===== config.mk =====
export PLATFORM = sky130hd
export DESIGN_NAME = mac_seq_ctrl
export DESIGN_NICKNAME = d
export VERILOG_FILES = /design/src/rtl/mac_pkg.sv /design/src/rtl/mac_pp_align.sv /design/src/rtl/mac_seq_ctrl.sv
export SDC_FILE = /design/constraint.sdc
export NUM_CORES = 1
export LEC_CHECK = 0
export BUFFER_PORTS_ARGS = -buffer_cell sky130_fd_sc_hd__buf_4
export CAP_MARGIN = 20
export CORE_MARGIN = 8
export CORE_UTILIZATION = 40
export DETAILED_ROUTE_END_ITERATION = 8
export GPL_ROUTABILITY_DRIVEN = 1
export GPL_TIMING_DRIVEN = 0
export PLACE_DENSITY = 0.64
export SLEW_MARGIN = 20
export SYNTH_ARGS = -nofsm -noshare
export SYNTH_HDL_FRONTEND = slang
export SYNTH_HIERARCHICAL = 1
export SYNTH_SLANG_ARGS = --single-unit

===== constraint.sdc =====
create_clock -name clk -period 4.4 [get_ports clk]
set_input_delay 1.32 -clock clk [delete_from_list [all_inputs] [get_ports clk]]
set_output_delay 1.32 -clock clk [all_outputs]
set_load 0.05 [all_outputs]

===== src/rtl/mac_pkg.sv =====
// Shared types and constants for the digit-serial MAC sequencer.
package mac_pkg;

  typedef enum logic [1:0] {
    IDLE = 2'd0,
    RUN  = 2'd1,
    DONE = 2'd2
  } state_t;

  localparam int DIG_W  = 2;
  localparam int PROD_W = 4;

  // Width of a counter or index that must hold values 0..n-1 (never below 1 bit).
  function automatic int idx_w(input int n);
    return (n > 1) ? $clog2(n) : 1;
  endfunction

endpackage


===== src/rtl/mac_pp_align.sv =====
// Places one 2x2 partial product at bit offset 2*(i+j) inside an ACC_W-bit word.
module mac_pp_align
  import mac_pkg::*;
#(
  parameter int W     = 8,
  parameter int ACC_W = 24,
  parameter int IDX_W = idx_w(W / DIG_W)
) (
  input  logic [PROD_W-1:0] mult_p,
  input  logic [IDX_W-1:0]  i,
  input  logic [IDX_W-1:0]  j,
  output logic [ACC_W-1:0]  pp
);

  logic [IDX_W:0] k;

  // Largest shift is 2W-4, so a 4-bit product always fits in 2W <= ACC_W bits.
  assign k  = {1'b0, i} + {1'b0, j};
  assign pp = ACC_W'(mult_p) << (DIG_W * k);

endmodule


===== src/rtl/mac_seq_ctrl.sv =====
// Digit-serial W x W multiply-accumulate sequencer driving an external 2x2 cell.
// Build option MAC_SAT_EN: saturate acc to all-ones on overflow instead of wrapping.
module mac_seq_ctrl
  import mac_pkg::*;
#(
  parameter int W     = 8,
  parameter int ACC_W = 24
) (
  input  logic              clk,
  input  logic              rst,
  input  logic              start,
  input  logic              acc_clr,
  input  logic [W-1:0]      a,
  input  logic [W-1:0]      b,
  output logic              ready,
  output logic              busy,
  output logic              done,
  output logic [ACC_W-1:0]  acc,
  output logic              ovf,
  output logic [DIG_W-1:0]  mult_a,
  output logic [DIG_W-1:0]  mult_b,
  input  logic [PROD_W-1:0] mult_p,
  output state_t            dbg_state
);

  // Handshake: start is taken on any edge where ready is high (IDLE or DONE);
  // while busy, start, a, b and acc_clr are ignored and may change freely.

  localparam int D       = W / DIG_W;
  localparam int N_STEPS = D * D;
  localparam int S_W     = idx_w(N_STEPS);
  localparam int IDX_W   = idx_w(D);
  localparam logic [S_W-1:0] LAST_S = S_W'(N_STEPS - 1);

  state_t            state_q, state_d;
  logic [S_W-1:0]    s_q, s_d;
  logic [W-1:0]      a_q, a_d;
  logic [W-1:0]      b_q, b_d;
  logic [ACC_W-1:0]  acc_q, acc_d;
  logic              ovf_q, ovf_d;

  logic [IDX_W-1:0]  i_idx;
  logic [IDX_W-1:0]  j_idx;
  logic [ACC_W-1:0]  pp;
  logic [ACC_W:0]    sum;

  assign i_idx = IDX_W'(s_q / S_W'(D));
  assign j_idx = IDX_W'(s_q % S_W'(D));

  // The cell is combinational, so its product is consumed in the same cycle.
  assign mult_a = (state_q == RUN) ? a_q[DIG_W*i_idx +: DIG_W] : '0;
  assign mult_b = (state_q == RUN) ? b_q[DIG_W*j_idx +: DIG_W] : '0;

  mac_pp_align #(
    .W     (W),
    .ACC_W (ACC_W),
    .IDX_W (IDX_W)
  ) u_pp_align (
    .mult_p (mult_p),
    .i      (i_idx),
    .j      (j_idx),
    .pp     (pp)
  );

  assign sum = {1'b0, acc_q} + {1'b0, pp};

  always_comb begin
    state_d = state_q;
    s_d     = s_q;
    a_d     = a_q;
    b_d     = b_q;
    acc_d   = acc_q;
    ovf_d   = ovf_q;
    case (state_q)
      IDLE, DONE: begin
        if (start) begin
          a_d     = a;
          b_d     = b;
          s_d     = '0;
          state_d = RUN;
          if (acc_clr) begin
            acc_d = '0;
            ovf_d = 1'b0;
          end
        end else begin
          state_d = IDLE;
        end
      end
      RUN: begin
`ifdef MAC_SAT_EN
        // Once at all-ones any nonzero addend carries again, so it stays pinned.
        acc_d = sum[ACC_W] ? '1 : sum[ACC_W-1:0];
`else
        acc_d = sum[ACC_W-1:0];
`endif
        ovf_d = ovf_q | sum[ACC_W];
        if (s_q == LAST_S) begin
          state_d = DONE;
        end else begin
          s_d = s_q + 1'b1;
        end
      end
      default: state_d = IDLE;
    endcase
  end

  always_ff @(posedge clk or posedge rst) begin
    if (rst) begin
      state_q <= IDLE;
      s_q     <= '0;
      a_q     <= '0;
      b_q     <= '0;
      acc_q   <= '0;
      ovf_q   <= 1'b0;
    end else begin
      state_q <= state_d;
      s_q     <= s_d;
      a_q     <= a_d;
      b_q     <= b_d;
      acc_q   <= acc_d;
      ovf_q   <= ovf_d;
    end
  end

  assign ready     = (state_q != RUN);
  assign busy      = (state_q == RUN);
  assign done      = (state_q == DONE);
  assign acc       = acc_q;
  assign ovf       = ovf_q;
  assign dbg_state = state_q;

endmodule


==> results of run 1 <==
[state kept, by name (all words and copies together), names as in the netlist]
signal and count:
a_q 8, acc 24, b_q 8, dbg_state 2, ovf 1, s_q 4
[final cells by class]
cell class / instances / area (µm²) / share of cell area [%]
Multi-Input combinational cell: 311 / 2190 / 51.9
Tap cell: 108 / 135 / 3.20
Clock buffer: 5 / 68.8 / 1.63
Buffer: 26 / 133 / 3.14
Sequential cell: 47 / 1180 / 27.8
Clock inverter: 2 / 37.5 / 0.889
Inverter: 9 / 33.8 / 0.800
Timing Repair Buffer: 58 / 448 / 10.6
[synthesized netlist by cell type (2+ instances only)]
master | number | area share, %
buf_2 | 4 | 0.57
o21a_1 | 5 | 1.1
nand2b_1 | 9 | 1.6
a22o_1 | 7 | 1.7
buf_1 | 2 | 0.21
inv_1 | 9 | 0.96
o22ai_1 | 2 | 0.36
mux2_2 | 16 | 5.1
o31a_1 | 3 | 0.75
nor2_1 | 23 | 2.5
dfrtp_1 | 47 | 33
fa_1 | 2 | 1.1
nand2_1 | 50 | 5.3
o32ai_1 | 2 | 0.50
and2_1 | 5 | 0.89
nor3_1 | 6 | 0.85
clkbuf_1 | 13 | 1.4
ha_1 | 26 | 9.3
o21ai_0 | 27 | 3.8
nand4_1 | 10 | 1.8
a32o_1 | 2 | 0.57
nor2b_1 | 4 | 0.71
a21oi_2 | 2 | 0.50
mux2i_1 | 5 | 1.4
nand3_1 | 10 | 1.4
a21o_1 | 7 | 1.5
buf_4 | 6 | 1.3
xor2_1 | 11 | 2.7
xnor2_1 | 5 | 1.2
nor3b_1 | 3 | 0.64
or3_1 | 3 | 0.53
and3_1 | 3 | 0.53
mux4_2 | 4 | 2.6
a221oi_1 | 2 | 0.50
o31ai_1 | 2 | 0.43
a21oi_1 | 24 | 3.4
o211ai_1 | 2 | 0.43
o21bai_1 | 3 | 0.64
a21boi_0 | 3 | 0.64
[critical path, cell delays in order (launching register included)]
cell,delay (ps)
dfrtp_1,550
ha_1,210
inv_1,50
fa_1,460
buf_2,210
nor3b_1,150
ha_1,210
fa_1,420
a21o_1,230
a221oi_1,640
o21bai_1,220
a21o_1,220
xor2_1,130
a22o_1,180
[through the flow]
| step | util, % | worst slack [ps] | area [µm²] | hold slack (ps) | std cells |
|---|---|---|---|---|---|
| 6_report | 48.9 | 412 | 4220 | 512 | 566 |
| 2_1_floorplan | - | 694 | 3530 | 475 | 393 |
| 3_3_place_gp | 47.4 | 382 | 4100 | 487 | 558 |
| 3_5_place_dp | 47.7 | 364 | 4120 | 496 | 559 |
| 4_1_cts | 48.9 | 429 | 4220 | 518 | 566 |
| 5_1_grt | 48.9 | 69.3 | 4220 | 537 | 566 |
[routing by layer]
layer  GRT usage (%)  vias up  part of all wire (%)
met4            3.86        0                  0.90
li1                -     1540                     -
met5               0        -                     0
met3            2.93        8                   6.0
met2            28.0       92                    48
met1            21.8     1516                    45
[cells by family (layout without fill, tap and decap cells)]
logic type / count (synthesis) / count (layout) / share of synthesized area [%]
other cells: 1 / 6 / 0.107
simple gates: 132 / 132 / 18.1
flops: 47 / 47 / 33.5
fa+ha+maj: 28 / 28 / 10.4
compound gates: 104 / 104 / 20.1
buf+inv: 35 / 100 / 4.73
xor+xnor: 16 / 16 / 3.99
mux: 25 / 25 / 9.11
[worst max path at each step]
stage,startpoint,to,slack [ps],depth (start not counted)
2_1_floorplan,dbg_state[0],mult_a[0],690,5
3_5_place_dp,mult_p[0],acc[23],360,11
6_report,s_q[0],acc[14],410,13
3_3_place_gp,mult_p[0],acc[14],380,10
5_1_grt,s_q[0],ovf,70,14
4_1_cts,s_q[0],ovf,430,14
==> results.md, run 1 <==
- Status: finished clean
- Setup_tns: 0 ps
- Fin nets: 510
- Postcts setup bufs: 0
- Syn Inst Count: 388
- Fraction of registers with async set/reset: 100%
- Clock-pin slew on the worst setup and hold paths: 100 ps
- CTS tree: yes
- Worst-Skew Late Latency: 300 ps
- Gpl congestion: 0.872
- Worst Hold End: b_q[4]
- Drt via density: 5.58
- EDFF count, synth: 0
- WL/cell: 17.0 µm
- Post-DRT Antenna Nets: 0
- Dominant synthesized flop cell: dfrtp_1
- Post-synthesis cell type count: 58
- Die area: 12000 µm²
- CP endpoint kind: flop
- Post-Route WL: 9630 µm
- Core area: 8640 µm²
- Setup Crit Path Kind: reg2reg
- Grt total ovfl: 0
- Root Buffer: clkbuf_8
- DP HPWL: 7510 µm
- Startpoint types: flop
- R2R depth: 13
- Share of cells above drive strength 1: 22.5%
- Slew Limit Fails: 0
- Headroom to the max-slew limit: 51.4%
- Max FO, Critical Path: 10
- DRC Markers: 0
- Most common cell after layout, fill and taps aside: buf_4
- Vias in the first global route: 3188
- Sink Count: 47
- Top achievable clock speed: 251 MHz
- Hold Crit Class: reg2reg
- R2R Path Start: s_q[0]
- Max-cap viol count: 0
- Global-route wire length before repair: 16000 µm
- Die X: 110 µm
- Via count: 3156
- Seq/Total Area, Yosys: 33.5%
- Num CTS Buffers: 5
- FF+latch count, synth: 47
- Chip height: 110 µm
- Layout area overhead: 20.1%
- Maximum buffer depth of the clock tree: 2
- Worst-margin pin slew: 729 ps
- RSZ-0062 raised after global routing: false
- 1st-iter DRT viols: 124
- Setup violators final: 0
- Hold_buf cts: 0
- All-Layer GR Usage: 16.7%
- Cts repair resizes: 0
- Layout Skew: 7.02 ps
- Initial antenna violation count: 0
- N_diodes: 0
- Period utilisation layout: 90.6%
- H-Tree Depth: 2
- Avg Synthesized Cell Area: 9.06 µm²
- Yosys Warn Count: 6
- CP arrival: 4190 ps
- Final-report hold violation count: 0
- Flop-to-flop setup slack: 410 ps
- Filler Cell Count: 866
- WHS Path Cells: 1
- Min-delay src: b_q[4]
- Commonest cells after routing, fill and taps aside: buf_4, nand2_1, dfrtp_1
- DR pass1 iterations: 4
- IO Pins: 58
- Post-Syn Area: 3520 µm²
- Final critical-path required period: 3990 ps
- Required time of the worst setup path: 4600 ps
- Initial Util: 40.7%
- Worst R2R End: acc[14]
- Largest net degree at the start of global routing: 29
- Port bufs: 57
- # rows: 34
Power of run 1 is not shown: default switching activity piles up to over one toggle a cycle in this logic, so the estimate is an artifact.
==> run 2, diff against run 1 <==
==> constraint.sdc (replaced) <==
create_clock -name clk -period 4.2 [get_ports clk]
set_input_delay 1.26 -clock clk [delete_from_list [all_inputs] [get_ports clk]]
set_output_delay 1.26 -clock clk [all_outputs]
set_load 0.05 [all_outputs]
==> results.md, run 2 (synthesis gave the netlist of run 1 again) <==
- Top achievable clock speed: 251 MHz (about the same)
- DR pass1 iterations: 4 (unchanged)
- Status: finished clean (unchanged)
- R2R depth: 13 (unchanged)
- WHS Path Cells: 1 (unchanged)
- Headroom to the max-slew limit: 51.3% (was 51.4%)
- Num CTS Buffers: 5 (unchanged)
- Worst R2R End: acc[14] (unchanged)
- Crit-path slowest cell: a221oi_1 (unchanged)
- Final-report hold violation count: 0 (unchanged)
- CP endpoint kind: flop (unchanged)
- Worst Hold End: b_q[4] (unchanged)
- Vias in the first global route: 3188 (unchanged)
- Final critical-path required period: 3980 ps (was 3990 ps)
- N_diodes: 0 (unchanged)
- Hold_buf cts: 0 (unchanged)
- Fin nets: 510 (unchanged)
- FF/Latch Area: 1180 µm² (unchanged)
- Filler Cell Count: 866 (unchanged)
- RSZ-0062 raised after global routing: false (unchanged)
- Die area: 12000 µm² (unchanged)
- Most common cell after layout, fill and taps aside: buf_4 (unchanged)
- Layout area overhead: 20.1% (unchanged)
- Die X: 110 µm (unchanged)
- Max FO, Critical Path: 10 (unchanged)
- Grt total ovfl: 0 (unchanged)
- Initial Util: 40.7% (unchanged)
- Drt via density: 5.55 (was 5.58)
- Maximum buffer depth of the clock tree: 2 (unchanged)
- Via count: 3143 (was 3156)
- Core area: 8640 µm² (unchanged)
- Most used routing layer: met2 (unchanged)
- Postcts setup bufs: 0 (unchanged)
- Flop-to-flop setup slack: 220 ps (was 410 ps)
- Hold Crit Class: reg2reg (unchanged)
- DRC Markers: 0 (unchanged)
- DP HPWL: 7510 µm (unchanged)
- # rows: 34 (unchanged)
- Final Cell Area: 4220 µm² (unchanged)
- Startpoint types: flop (unchanged)
- Kind of cell adding the most delay to the critical path: compound AO/OA/AOI/OAI gates (unchanged)
- Pre-CTS setup slack: 224 ps (was 364 ps)
- Global-route wire length before repair: 16000 µm (unchanged)
- Met1 usage: 21.8% (unchanged)
- Met2 Usage GRT: 28.0% (unchanged)
- Setup violators final: 0 (unchanged)
- All-Layer GR Usage: 16.7% (unchanged)
- Min-delay src: b_q[4] (unchanged)
- CTS tree: yes (unchanged)
- 1st-iter DRT viols: 142 (was 124)
- Port bufs: 57 (unchanged)
- Post-DRT Antenna Nets: 0 (unchanged)
- Placed cell area: 4120 µm² (unchanged)
- Commonest cells after routing, fill and taps aside: buf_4, nand2_1, dfrtp_1 (unchanged)
- Gpl congestion: 0.872 (unchanged)
- Final WS setup: 216 ps (was 412 ps)
- Crit-path cells: ha_1 -> inv_1 -> fa_1 -> buf_2 -> nor3b_1 -> ha_1 -> fa_1 -> a21o_1 -> a221oi_1 -> o21bai_1 -> a21o_1 -> xor2_1 -> a22o_1 (unchanged)
- Fin util: 48.9% (unchanged)
- Required time of the worst setup path: 4400 ps (was 4600 ps)
- H-Tree Depth: 2 (unchanged)
- GRT met3 Usage: 2.93% (unchanged)
- Setup_tns: 0 ps (unchanged)
- Largest net degree at the start of global routing: 29 (unchanged)
- Max reg flops: 24 (unchanged)
- Root Buffer: clkbuf_8 (unchanged)
- Post-Route WL: 9630 µm (about the same)
- Sink Count: 47 (unchanged)
- R2R Path Start: s_q[0] (unchanged)
- Chip height: 110 µm (unchanged)
- Worst-margin pin slew: 730 ps (was 729 ps)
- Period utilisation layout: 94.8% (was 90.6%)
- IO Pins: 58 (unchanged)
- Initial antenna violation count: 0 (unchanged)
- Buf+Inv Stages, Crit Path: 2 (unchanged)
- Share of cells above drive strength 1: 22.5% (unchanged)
- Setup Crit Path Kind: reg2reg (unchanged)
- Clock-pin slew on the worst setup and hold paths: 90 ps (was 100 ps)
- CP arrival: 4180 ps (was 4190 ps)
- Critical Path Max Stage Delay: 640 ps (about the same)
- WL/cell: 17.0 µm (about the same)
- Layout Skew: 5.18 ps (was 7.02 ps)
- Slew Limit Fails: 0 (unchanged)
- Worst-Skew Late Latency: 300 ps (about the same)
- Area of the multi-input gates: 2190 µm² (unchanged)
- Max-cap viol count: 0 (unchanged)
-- run 2: changes by cell type in the layout (fill, tap and decap cells not counted) --
cell,change
o21ai_0,-1
o21ai_1,+1
-- run 2: metrics by stage --
| step | std cells | hold slack, ps |
|---|---|---|
| 6_report | 566 | 512 |
| 5_1_grt | 566 | 537 |
| 4_1_cts | 566 | 518 |
| 3_5_place_dp | 559 | 496 |
| 2_1_floorplan | 393 | 475 |
| 3_3_place_gp | 558 | 487 |
-- run 2: worst max-delay path by stage --
stage | from | endpoint | cells after the start | slack [ps]
2_1_floorplan | dbg_state[0] | mult_a[0] | 5 | 550
3_3_place_gp | mult_p[0] | acc[14] | 10 | 240
3_5_place_dp | mult_p[0] | acc[23] | 11 | 220
4_1_cts | s_q[0] | ovf | 14 | 230
5_1_grt | s_q[0] | acc[23] | 13 | 40
6_report | s_q[0] | acc[14] | 13 | 220
-- run 2: timing repair --
item | in CTS | in global routing
resized for setup | 0 | 1
endpoints found under the hold margin | 0 | 0
endpoints found under the setup margin | 0 | 1
-- run 2: cell type report --
type | instances | share of cell area, %
Multi-Input combinational cell | 311 | 51.9
Sequential cell | 47 | 27.8
Inverter | 9 | 0.800
Clock inverter | 2 | 0.889
Timing Repair Buffer | 58 | 10.6
Buffer | 26 | 3.14
Tap cell | 108 | 3.20
Clock buffer | 5 | 1.63
-- run 2: layer usage --
layer	share of wire, %	wire, µm
met3	6.2	597
met2	48	4590
met5	0	0
met4	0.90	87
met1	45	4350
-- run 2: worst register-to-register path: cells and delay by family (launching register included) --
kind	cells	cell delay, ps
compound gates	5	1490
fa+ha+maj	4	1290
flops	1	550
buf+inv	2	270
simple gates	1	150
xor+xnor	1	130
Power of run 2 is left out for the same reason.
==> run 3, diff against run 2 <==
--- a/config.mk
+++ b/config.mk
@@ -5,15 +5,15 @@
 export SDC_FILE = /design/constraint.sdc
 export NUM_CORES = 1
 export LEC_CHECK = 0
-export BUFFER_PORTS_ARGS = -buffer_cell sky130_fd_sc_hd__buf_4
 export CAP_MARGIN = 20
 export CORE_MARGIN = 8
 export CORE_UTILIZATION = 40
 export DETAILED_ROUTE_END_ITERATION = 8
+export DONT_BUFFER_PORTS = 1
 export GPL_ROUTABILITY_DRIVEN = 1
 export GPL_TIMING_DRIVEN = 0
-export PLACE_DENSITY = 0.64
-export SLEW_MARGIN = 20
+export PLACE_DENSITY = 0.58
+export SLEW_MARGIN = 30
 export SYNTH_ARGS = -nofsm -noshare
 export SYNTH_HDL_FRONTEND = slang
 export SYNTH_HIERARCHICAL = 1
==> results.md, run 3 (synthesis gave the netlist of run 1 again) <==
- Global-route wire length before repair: 15400 µm (was 16000 µm)
- CTS tree: yes (unchanged)
- WL/cell: 18.4 µm (was 17.0 µm)
- Post-Route WL: 9390 µm (was 9630 µm)
- Clock-pin slew on the worst setup and hold paths: 100 ps (was 90 ps)
- Max reg flops: 24 (unchanged)
- Startpoint types: flop (unchanged)
- Fin nets: 452 (was 510)
- Drt via density: 5.77 (was 5.55)
- Period utilisation layout: 93.6% (was 94.8%)
- Worst-Skew Late Latency: 310 ps (was 300 ps)
- DRC Markers: 0 (unchanged)
- Chip height: 110 µm (unchanged)
- RSZ-0062 raised after global routing: false (unchanged)
- IO Pins: 58 (unchanged)
- Worst-margin pin slew: 942 ps (was 730 ps)
- CP arrival: 4120 ps (was 4180 ps)
- Top achievable clock speed: 254 MHz (was 251 MHz)
- Port bufs: 0 (was 57)
- Via count: 2937 (was 3143)
- Share of cells above drive strength 1: 12.5% (was 22.5%)
- Sink Count: 47 (unchanged)
- DP HPWL: 7270 µm (was 7510 µm)
- Max FO, Critical Path: 10 (unchanged)
- Most common cell after layout, fill and taps aside: nand2_1 (was buf_4)
- Maximum buffer depth of the clock tree: 2 (unchanged)
- Largest net degree at the start of global routing: 48 (was 29)
- Die X: 110 µm (unchanged)
- Layout area overhead: 8.33% (was 20.1%)
- Commonest cells after routing, fill and taps aside: nand2_1, dfrtp_1, o21ai_0, ha_1, a21oi_1 (was buf_4, nand2_1, dfrtp_1)
- Initial antenna violation count: 0 (unchanged)
- All-Layer GR Usage: 16.5% (was 16.7%)
- Status: finished clean (unchanged)
- Vias in the first global route: 2938 (was 3188)
- N_diodes: 0 (unchanged)
- Core area: 8640 µm² (unchanged)
- CP endpoint kind: flop (unchanged)
- Gpl congestion: 0.865 (was 0.872)
- Setup_tns: 0 ps (unchanged)
- Num CTS Buffers: 5 (unchanged)
- # rows: 34 (unchanged)
- DR pass1 iterations: 4 (unchanged)
- Layout Skew: 12.3 ps (was 5.18 ps)
- Die area: 12000 µm² (unchanged)
- Post-DRT Antenna Nets: 0 (unchanged)
- Headroom to the max-slew limit: 37.1% (was 51.3%)
- Hold Crit Class: reg2reg (unchanged)
- Hold_buf cts: 0 (unchanged)
- WHS Path Cells: 1 (unchanged)
- Filler Cell Count: 831 (was 866)
- Slew Limit Fails: 0 (unchanged)
- Required time of the worst setup path: 4390 ps (was 4400 ps)
- Final-report hold violation count: 0 (unchanged)
- Setup violators final: 0 (unchanged)
- R2R depth: 13 (unchanged)
- Final critical-path required period: 3930 ps (was 3980 ps)
- 1st-iter DRT viols: 146 (was 142)
- Setup Crit Path Kind: reg2reg (unchanged)
- Grt total ovfl: 0 (unchanged)
- Max-cap viol count: 0 (unchanged)
- Initial Util: 40.7% (unchanged)
- Root Buffer: clkbuf_8 (unchanged)
- Postcts setup bufs: 0 (unchanged)
- H-Tree Depth: 2 (unchanged)
-- run 3: what timing repair did --
action	4_1_cts	5_1_grt
endpoints found under the hold margin	0	0
endpoints found under the setup margin	4	6
resized for setup	1	3
-- run 3: path summary, 6_finish.rpt --
path,start,slack (ps),to
max,s_q[0],270,acc[23]
min,a_q[6],510,a_q[6]
max reg2reg,s_q[0],270,acc[23]
min reg2reg,a_q[6],510,a_q[6]
max in group asynchronous,rst,2910,dbg_state[0]
min in group asynchronous,rst,890,acc[20]
-- run 3: worst max-delay path: stages (launching register included) --
cell and delay, ps:
dfrtp_1 540, ha_1 200, inv_1 50, fa_1 490, buf_2 200, nand2b_1 210, o32ai_1 130, ha_1 390
and3_1 250, nand2_1 90, a211o_4 310, a2111oi_2 470, o21ai_0 180, a32o_1 280
-- run 3: final cells by class --
type,instances,area [µm²],share of cell area (%)
clock inverters,2,35.0,0.920
repair buffers,1,11.3,0.296
flip-flops and latches,47,1180,30.9
plain buffers,25,133,3.48
inverters,9,36.3,0.953
well taps,108,135,3.55
multi-input cells,311,2200,57.8
clock buffers,6,82.6,2.17
-- run 3: metal layers --
layer,global-route usage (%),wire [µm]
met1,20.3,4170
met2,27.5,4430
met4,5.11,198
met3,4.34,590
met5,0,0
-- run 3: per-stage QoR --
stage	setup slack, ps	util (%)	cells	hold WS (ps)	instance area [µm²]
finish	271	44.1	509	510	3810
global route	46.7	44.1	509	522	3810
CTS	76.4	44.1	510	512	3800
detailed placement	255	42.7	502	491	3680
global placement	-119	42.5	501	485	3670
floorplan	554	-	393	475	3530
Power of run 3 is left out for the same reason.
